<file path="src/rtl/clip_play_scheduler_pkg.sv">
// Clip ROM map, clip indices and scheduler FSM encoding shared by the
// clip play scheduler and its bench.
package clip_pkg;
  localparam int NUM_CLIPS = 4;

  localparam logic [1:0] CLIP_WIN    = 2'd0;
  localparam logic [1:0] CLIP_MOO    = 2'd1;
  localparam logic [1:0] CLIP_DETECT = 2'd2;
  localparam logic [1:0] CLIP_CHEER  = 2'd3;

  // Element i is clip i (win at index 0).
  localparam logic [NUM_CLIPS-1:0][31:0] CLIP_START =
    {32'd83255, 32'd66983, 32'd16396, 32'd0};
  localparam logic [NUM_CLIPS-1:0][31:0] CLIP_END =
    {32'd137138, 32'd83254, 32'd66982, 32'd16395};

  typedef enum logic [1:0] {ST_IDLE, ST_FETCH, ST_HOLD, ST_WAIT} state_e;

  // Fixed priority: highest set index wins.
  function automatic logic [1:0] pick_clip(input logic [NUM_CLIPS-1:0] req);
    pick_clip = CLIP_WIN;
    for (int i = 0; i < NUM_CLIPS; i++)
      if (req[i]) pick_clip = 2'(i);
  endfunction
endpackage

</file>
<file path="src/rtl/clip_play_scheduler_if.sv">
// Request, clip ROM and codec write bundle around the clip play scheduler.
interface clip_play_scheduler_if #(
  parameter int ADDR_W   = 18,
  parameter int SAMPLE_W = 6
);
  logic [3:0]          play_req;
  logic                stop;
  logic [SAMPLE_W-1:0] rom_q;
  logic                audio_out_allowed;
  logic [ADDR_W-1:0]   rom_addr;
  logic [31:0]         left_out;
  logic                write_audio_out;
  logic                playing;
  logic [1:0]          active_clip;
  logic                clip_done;
  logic [7:0]          underrun_cnt;

  modport master (
    input  play_req, stop, rom_q, audio_out_allowed,
    output rom_addr, left_out, write_audio_out, playing, active_clip,
           clip_done, underrun_cnt
  );
  modport slave (
    output play_req, stop, rom_q, audio_out_allowed,
    input  rom_addr, left_out, write_audio_out, playing, active_clip,
           clip_done, underrun_cnt
  );
endinterface

</file>
<file path="src/rtl/clip_play_scheduler_tick_gen.sv">
// Sample-rate divider: tick on the last count of each SAMPLE_DIV period.
module sample_tick_gen #(
  parameter int DIV = 1200
)(
  input  logic clk,
  input  logic rst_n,
  input  logic clr,
  output logic tick
);
  localparam int CW = (DIV > 1) ? $clog2(DIV) : 1;

  logic [CW-1:0] cnt_q, cnt_d;

  assign tick = (cnt_q == CW'(DIV - 1));

  always_comb begin
    cnt_d = cnt_q + 1'b1;
    if (clr || tick) cnt_d = '0;
  end

  always_ff @(posedge clk or negedge rst_n)
    if (!rst_n) cnt_q <= '0;
    else        cnt_q <= cnt_d;
endmodule

</file>
<file path="src/rtl/clip_play_scheduler.sv">
// Queues clip play requests, arbitrates by fixed priority and streams the
// chosen clip's ROM words to the codec at the sample rate.
module clip_play_scheduler #(
  parameter int SAMPLE_DIV = 1200,
  parameter int ROM_LAT    = 2,
  parameter int ADDR_W     = 18,
  parameter int SAMPLE_W   = 6
)(
  input  logic CLOCK_50,
  input  logic resetn,
  clip_play_scheduler_if.master bus
);
  import clip_pkg::*;

  localparam int LAT_W = (ROM_LAT > 1) ? $clog2(ROM_LAT) : 1;
  localparam int PAD_W = 32 - SAMPLE_W;

  state_e              state_q, state_d;
  logic [3:0]          pending_q, pending_d;
  logic [ADDR_W-1:0]   addr_q, addr_d;
  logic [1:0]          clip_q, clip_d;
  logic [LAT_W-1:0]    lat_q, lat_d;
  logic [SAMPLE_W-1:0] sample_q, sample_d;
  logic [31:0]         left_q, left_d;
  logic                write_q, write_d;
  logic                playing_q, playing_d;
  logic                done_q, done_d;
  logic [7:0]          und_q, und_d;

  logic [1:0] sel;
  logic       preempt, clr_pend, tick, tick_clr;

  // Counter stays at zero in IDLE; a stop clears it on the way there.
  assign tick_clr = (state_q == ST_IDLE) || bus.stop;

  sample_tick_gen #(.DIV(SAMPLE_DIV)) u_tick (
    .clk  (CLOCK_50),
    .rst_n(resetn),
    .clr  (tick_clr),
    .tick (tick)
  );

  assign sel     = pick_clip(pending_q);
  assign preempt = (|pending_q) && (sel > clip_q);

  always_comb begin
    state_d  = state_q;
    addr_d   = addr_q;
    clip_d   = clip_q;
    lat_d    = lat_q;
    sample_d = sample_q;
    left_d   = left_q;
    write_d  = 1'b0;
    done_d   = 1'b0;
    und_d    = und_q;
    clr_pend = 1'b0;

    case (state_q)
      ST_IDLE: if (|pending_q) begin
        state_d  = ST_FETCH;
        addr_d   = ADDR_W'(CLIP_START[sel]);
        clip_d   = sel;
        lat_d    = '0;
        clr_pend = 1'b1;
      end
      ST_FETCH: begin
        if (lat_q == LAT_W'(ROM_LAT - 1)) begin
          sample_d = bus.rom_q;
          state_d  = ST_HOLD;
        end else begin
          lat_d = lat_q + 1'b1;
        end
      end
      ST_HOLD: if (bus.audio_out_allowed) begin
        write_d = 1'b1;
        left_d  = {sample_q, {PAD_W{1'b0}}};
        state_d = ST_WAIT;
      end
      ST_WAIT: if (tick) begin
        lat_d   = '0;
        state_d = ST_FETCH;
        if (preempt) begin
          addr_d   = ADDR_W'(CLIP_START[sel]);
          clip_d   = sel;
          clr_pend = 1'b1;
        end else if (addr_q == ADDR_W'(CLIP_END[clip_q])) begin
          done_d  = 1'b1;
          state_d = ST_IDLE;
        end else begin
          addr_d = addr_q + 1'b1;
        end
      end
      default: state_d = ST_IDLE;
    endcase

    // A tick that lands before the current word is written is lost.
    if (tick && (state_q == ST_FETCH || state_q == ST_HOLD) && und_q != 8'hFF)
      und_d = und_q + 8'd1;

    // New requests override the start-clear of the same clip.
    pending_d = (pending_q & ~(clr_pend ? (4'b0001 << sel) : 4'b0000)) | bus.play_req;

    if (bus.stop) begin
      state_d   = ST_IDLE;
      pending_d = '0;
      done_d    = 1'b0;
      write_d   = 1'b0;
    end

    playing_d = (state_d != ST_IDLE);
  end

  always_ff @(posedge CLOCK_50 or negedge resetn) begin
    if (!resetn) begin
      state_q   <= ST_IDLE;
      pending_q <= '0;
      addr_q    <= '0;
      clip_q    <= '0;
      lat_q     <= '0;
      sample_q  <= '0;
      left_q    <= '0;
      write_q   <= 1'b0;
      playing_q <= 1'b0;
      done_q    <= 1'b0;
      und_q     <= '0;
    end else begin
      state_q   <= state_d;
      pending_q <= pending_d;
      addr_q    <= addr_d;
      clip_q    <= clip_d;
      lat_q     <= lat_d;
      sample_q  <= sample_d;
      left_q    <= left_d;
      write_q   <= write_d;
      playing_q <= playing_d;
      done_q    <= done_d;
      und_q     <= und_d;
    end
  end

  assign bus.rom_addr        = addr_q;
  assign bus.left_out        = left_q;
  assign bus.write_audio_out = write_q;
  assign bus.playing         = playing_q;
  assign bus.active_clip     = clip_q;
  assign bus.clip_done       = done_q;
  assign bus.underrun_cnt    = und_q;
endmodule

</file>
<file path="src/flat_wrapper.sv">
// flat-port wrapper written by rule: the top's interface ports become plain ports
module clip_play_scheduler_flat import clip_pkg::*;
#(
  parameter int SAMPLE_DIV = 1200,
  parameter int ROM_LAT    = 2,
  parameter int ADDR_W     = 18,
  parameter int SAMPLE_W   = 6
)
  (CLOCK_50, resetn, bus_play_req, bus_stop, bus_rom_q, bus_audio_out_allowed, bus_rom_addr, bus_left_out, bus_write_audio_out, bus_playing, bus_active_clip, bus_clip_done, bus_underrun_cnt);
  clip_play_scheduler_if #(.ADDR_W(ADDR_W), .SAMPLE_W(SAMPLE_W)) bus_i ();
  input  logic CLOCK_50;
  input  logic resetn;
  input wire logic [$bits(bus_i.play_req)-1:0] bus_play_req;
  input wire logic [$bits(bus_i.stop)-1:0] bus_stop;
  input wire logic [$bits(bus_i.rom_q)-1:0] bus_rom_q;
  input wire logic [$bits(bus_i.audio_out_allowed)-1:0] bus_audio_out_allowed;
  output wire logic [$bits(bus_i.rom_addr)-1:0] bus_rom_addr;
  output wire logic [$bits(bus_i.left_out)-1:0] bus_left_out;
  output wire logic [$bits(bus_i.write_audio_out)-1:0] bus_write_audio_out;
  output wire logic [$bits(bus_i.playing)-1:0] bus_playing;
  output wire logic [$bits(bus_i.active_clip)-1:0] bus_active_clip;
  output wire logic [$bits(bus_i.clip_done)-1:0] bus_clip_done;
  output wire logic [$bits(bus_i.underrun_cnt)-1:0] bus_underrun_cnt;
  assign bus_i.play_req = bus_play_req;
  assign bus_i.stop = bus_stop;
  assign bus_i.rom_q = bus_rom_q;
  assign bus_i.audio_out_allowed = bus_audio_out_allowed;
  assign bus_rom_addr = bus_i.rom_addr;
  assign bus_left_out = bus_i.left_out;
  assign bus_write_audio_out = bus_i.write_audio_out;
  assign bus_playing = bus_i.playing;
  assign bus_active_clip = bus_i.active_clip;
  assign bus_clip_done = bus_i.clip_done;
  assign bus_underrun_cnt = bus_i.underrun_cnt;
  clip_play_scheduler #(.SAMPLE_DIV(SAMPLE_DIV), .ROM_LAT(ROM_LAT), .ADDR_W(ADDR_W), .SAMPLE_W(SAMPLE_W)) u_core (.CLOCK_50(CLOCK_50), .resetn(resetn), .bus(bus_i));
endmodule
</file>
<file path="config.mk">
export PLATFORM = sky130hd
export DESIGN_NAME = clip_play_scheduler_flat
export DESIGN_NICKNAME = d
export VERILOG_FILES = /design/src/rtl/clip_play_scheduler_pkg.sv /design/src/rtl/clip_play_scheduler_if.sv /design/src/rtl/clip_play_scheduler_tick_gen.sv /design/src/rtl/clip_play_scheduler.sv /design/src/flat_wrapper.sv
export SDC_FILE = /design/constraint.sdc
export NUM_CORES = 1
export LEC_CHECK = 0
export CAP_MARGIN = 10
export CELL_PAD_IN_SITES_DETAIL_PLACEMENT = 1
export CELL_PAD_IN_SITES_GLOBAL_PLACEMENT = 1
export CORE_ASPECT_RATIO = 1.4
export CORE_MARGIN = 3
export CORE_UTILIZATION = 36
export CTS_BUF_LIST = sky130_fd_sc_hd__clkbuf_2 sky130_fd_sc_hd__clkbuf_4 sky130_fd_sc_hd__clkbuf_8
export DETAILED_ROUTE_END_ITERATION = 6
export PLACE_DENSITY_LB_ADDON = 0.2
export SKIP_LAST_GASP = 1
export SLEW_MARGIN = 20
export SYNTH_ARGS = -nofsm -noshare
export SYNTH_HDL_FRONTEND = slang
export SYNTH_SLANG_ARGS = --single-unit
</file>
<file path="constraint.sdc">
create_clock -name CLOCK_50 -period 2.45 [get_ports CLOCK_50]
set_input_delay 0.49 -clock CLOCK_50 [delete_from_list [all_inputs] [get_ports CLOCK_50]]
set_output_delay 0.49 -clock CLOCK_50 [all_outputs]
set_load 0.01 [all_outputs]
</file>
==> metrics.csv <==
stage,metric,value,unit
clocking,root buf cell,clkbuf_8,
logic_synthesis,Post-synth EDFFs,0,
route,number of DRC markers in iteration 0,88,
route,vias,2878,
logic_synthesis,Yosys warnings,0,
worst_setup_path,crit path launch type,flop,
worst_setup_path,"CP delay by family, top",compound AO/OA/AOI/OAI gates,
clocking,clk sinks,61,
timing,hold_ws,0.123,ns
worst_setup_path,crit end category,flop,
logic_synthesis,register area share after synthesis,44.0,%
outcome,status,"finished, final reports clean",
power_and_ir_drop,Worst IR Drop VDD,0.489,mV
floorplan,starting density of the core,37.8,%
clocking,total CTS buffers,9,
route,DR WL/cell,17.0,µm
power_and_ir_drop,Overall Power,4.35,mW
logic_synthesis,Post-synth ARST share,100,%
power_and_ir_drop,leakage power,1.95,nW
logic_synthesis,cell accounting for the most synthesized area,dfrtp_1,
layout,area growth from synthesis to layout,27.0,%
place,I/O Buffers,50,
floorplan,Die Ht,122,µm
power_and_ir_drop,PwrDens,988,nW/µm²
worst_setup_path,crit path DAT,2.65,ns
route,DR DRC count,0,
grt,GR Overflow Total,0,
logic_synthesis,Synth Area per Inst,9.77,µm²
grt,total track usage,17.8,%
layout,post-route cell area,4410,µm²
clocking,TritonCTS clock tree,built,
grt,GRT busiest layer,met2,
worst_setup_path,crit path buf inv count,1,
route,final WL,9.21,mm
floorplan,Ports,77,
clocking,clk_lat worst skew,0.35,ns
worst_setup_path,"slowest stage cell, crit path",dfrtp_1,
grt,via count of the first global-routing pass,3044,
layout,diode count,0,
worst_setup_path,crit path kind,reg -> reg,
place,Final GP Congestion,0.850,
grt,grt met2 use,30.3,%
timing,"Slew Viols, Final",0,
logic_synthesis,register bit total from synthesis,61,
place,Final HPWL DP,6.63,mm
clocking,H-tree Lvls,3,
place,placed inst area,4120,µm²
grt,initial antenna violation count,0,
logic_synthesis,Syn Std Cell Area,3470,µm²
job,Max-cap violations,0,
min_path,hold crit path type,in -> async,
layout,fin cells,541,
grt,largest net degree at the start of global routing,40,
layout,area of the multi-input gates,1770,µm²
layout,final net count,454,
logic_synthesis,Gate Count Post-Synth,355,
timing,worst slew pin tran,0.557,ns
floorplan,die footprint,10900,µm²
timing,Setup Skew,0.00712,ns
logic_synthesis,Yosys top cell area share,44.0,%
timing,final hold vios,0,
clocking,clk buf depth,2,
grt,first-pass GRT wire length,15.0,mm
logic_synthesis,Most used DFF post-synth,dfrtp_1,
route,routed vias/inst,5.32,
worst_setup_path,critical path peak fanout,12,
grt,met3 usage,2.71,%
logic_synthesis,Yosys cell types,54,
timing,final cycle utilization of the critical path,97.3,%
layout,Util after Layout,48.0,%
layout,Storage cell area,1530,µm²
timing,final setup vio count,0,
place,Placed Instances,522,
layout,filler instances,1059,
timing,Max Fclk,419,MHz
timing,Slew headroom,62.8,%
logic_synthesis,synth top area cells,"dfrtp_1 44%, buf_4 5.8%, nor2_1 4.9%",
timing,min Tclk post-route,2.38,ns
floorplan,Placement Rows,41,
route,drt pass-1 iters,4,
clocking,clk slew on worst S/H paths,0.07,ns
floorplan,die width,89.0,µm
worst_setup_path,crit-path max cell delay,0.42,ns
grt,M1 GR Usage,21.7,%
worst_setup_path,Crit path required time,2.71,ns
route,"antenna viol nets, final",0,
floorplan,Core ar.,9180,µm²
worst_setup_path,CP cell instances,nor2_2 -> inv_2 -> ha_1 -> nor2b_2 -> a2bb2oi_4 -> a2111oi_4 -> a21o_4 -> or2_4 -> o31ai_2,
layout,layout cell share with drive strength beyond 1,15.7,%
power by group:
| part | switching, mW | internal (mW) | total (mW) |
|---|---|---|---|
| sequential | 0.271 | 1.24 | 1.51 |
| combinational | 0.857 | 0.933 | 1.79 |
| clock | 0.420 | 0.630 | 1.05 |
| total | 1.55 | 2.81 | 4.35 |
cells by family (layout without fill, tap and decap cells):
kind of cell               Yosys count  after routing  share of synthesized area, %
DFF                                 61             61                          44.0
adders and majority gates           11             11                          3.97
other                                1             26                         0.108
xor gates and xnor gates            21             21                          5.30
buffers and inverters               44             98                          8.29
muxes                               15             15                          4.83
and+or+nand+nor                    132            132                          19.3
AOI/OAI and AO/OA                   70             70                          14.2
cell usage after synthesis, drive strengths merged (2+ instances only):
cell type,n
a211oi,3
a21o,4
a21oi,20
a311oi,2
a31oi,4
and2,3
and3,10
and4,2
buf,32
clkbuf,4
dfrtp,61
ha,11
inv,8
mux2,14
nand2,17
nand2b,3
nand3,19
nand4,10
nor2,46
nor2b,2
nor3,7
nor4,5
nor4bb,3
o21ai,15
o21bai,2
o22a,5
o31ai,6
xnor2,7
xor2,14
cells in the final DEF, fill, tap and decap left out, types with 11 or more instances in the layout:
cell	instances
dfrtp_1	61
clkdlybuf4s50_1	49
nor2_1	45
conb_1	26
buf_4	21
a21oi_1	19
nand3_1	19
nand2_1	16
xor2_1	14
mux2_2	14
o21ai_0	11
ha_1	11
clkbuf_8	11
state kept, by name (all words and copies together) (netlist names):
| register | flops |
|---|---|
| u_core.bus.rom_addr | 18 |
| u_core.u_tick.cnt_q | 11 |
| u_core.bus.underrun_cnt | 8 |
| u_core.bus.left_out | 6 |
| u_core.sample_q | 6 |
| u_core.pending_q | 4 |
| u_core.bus.active_clip | 2 |
| u_core.state_q | 2 |
| u_core.bus.clip_done | 1 |
| u_core.bus.playing | 1 |
| u_core.bus.write_audio_out | 1 |
| u_core.lat_q | 1 |
worst paths after layout:
check                           slack [ns]  cells past startpoint                              from                                  end
worst max register to register        0.07                      9     u_core.pending_q[2]$_DFF_PN0_  u_core.bus.rom_addr[12]$_DFFE_PN0P_
worst min register to register        0.50                      1  u_core.u_tick.cnt_q[0]$_DFF_PN0_     u_core.u_tick.cnt_q[0]$_DFF_PN0_
worst max-delay path                  0.07                      9     u_core.pending_q[2]$_DFF_PN0_  u_core.bus.rom_addr[12]$_DFFE_PN0P_
min in group CLOCK_50                 0.50                      1  u_core.u_tick.cnt_q[0]$_DFF_PN0_     u_core.u_tick.cnt_q[0]$_DFF_PN0_
max in group asynchronous             1.71                      2                            resetn        u_core.pending_q[3]$_DFF_PN0_
worst min-delay path                  0.12                      1                            resetn  u_core.bus.left_out[31]$_DFFE_PN0P_
routing by layer:
| metal | routed length [µm] | vias to the layer above |
|---|---|---|
| met4 | 195 | 0 |
| met3 | 255 | 13 |
| met1 | 3900 | 1437 |
| met2 | 4860 | 64 |
| li1 | - | 1364 |
| met5 | 0 | - |
layout make-up:
class,count,area share (%)
clock buffers,11,3.44
repair buffers,74,16.2
flip-flops and latches,61,34.6
clock inverters,5,1.87
inverters,8,0.681
multi-input cells,275,40.1
well taps,107,3.04
per-stage QoR:
stage,worst slack (ns),setup TNS (ns)
final,0.0651,0
after floorplan,0.0585,0
after global placement,0.0402,0
after detailed placement,-0.0872,-0.290
after global routing,-0.0364,-0.0928
after CTS,0.0677,0
timing repair:
| action | 4_1_cts | 5_1_grt |
|---|---|---|
| pin swaps | 0 | 1 |
| gates resized for setup | 1 | 2 |
| setup buffers | 0 | 3 |
| setup endpoints to repair | 4 | 6 |
| hold buffers | 0 | 0 |
(Power assumes the default switching activity.)
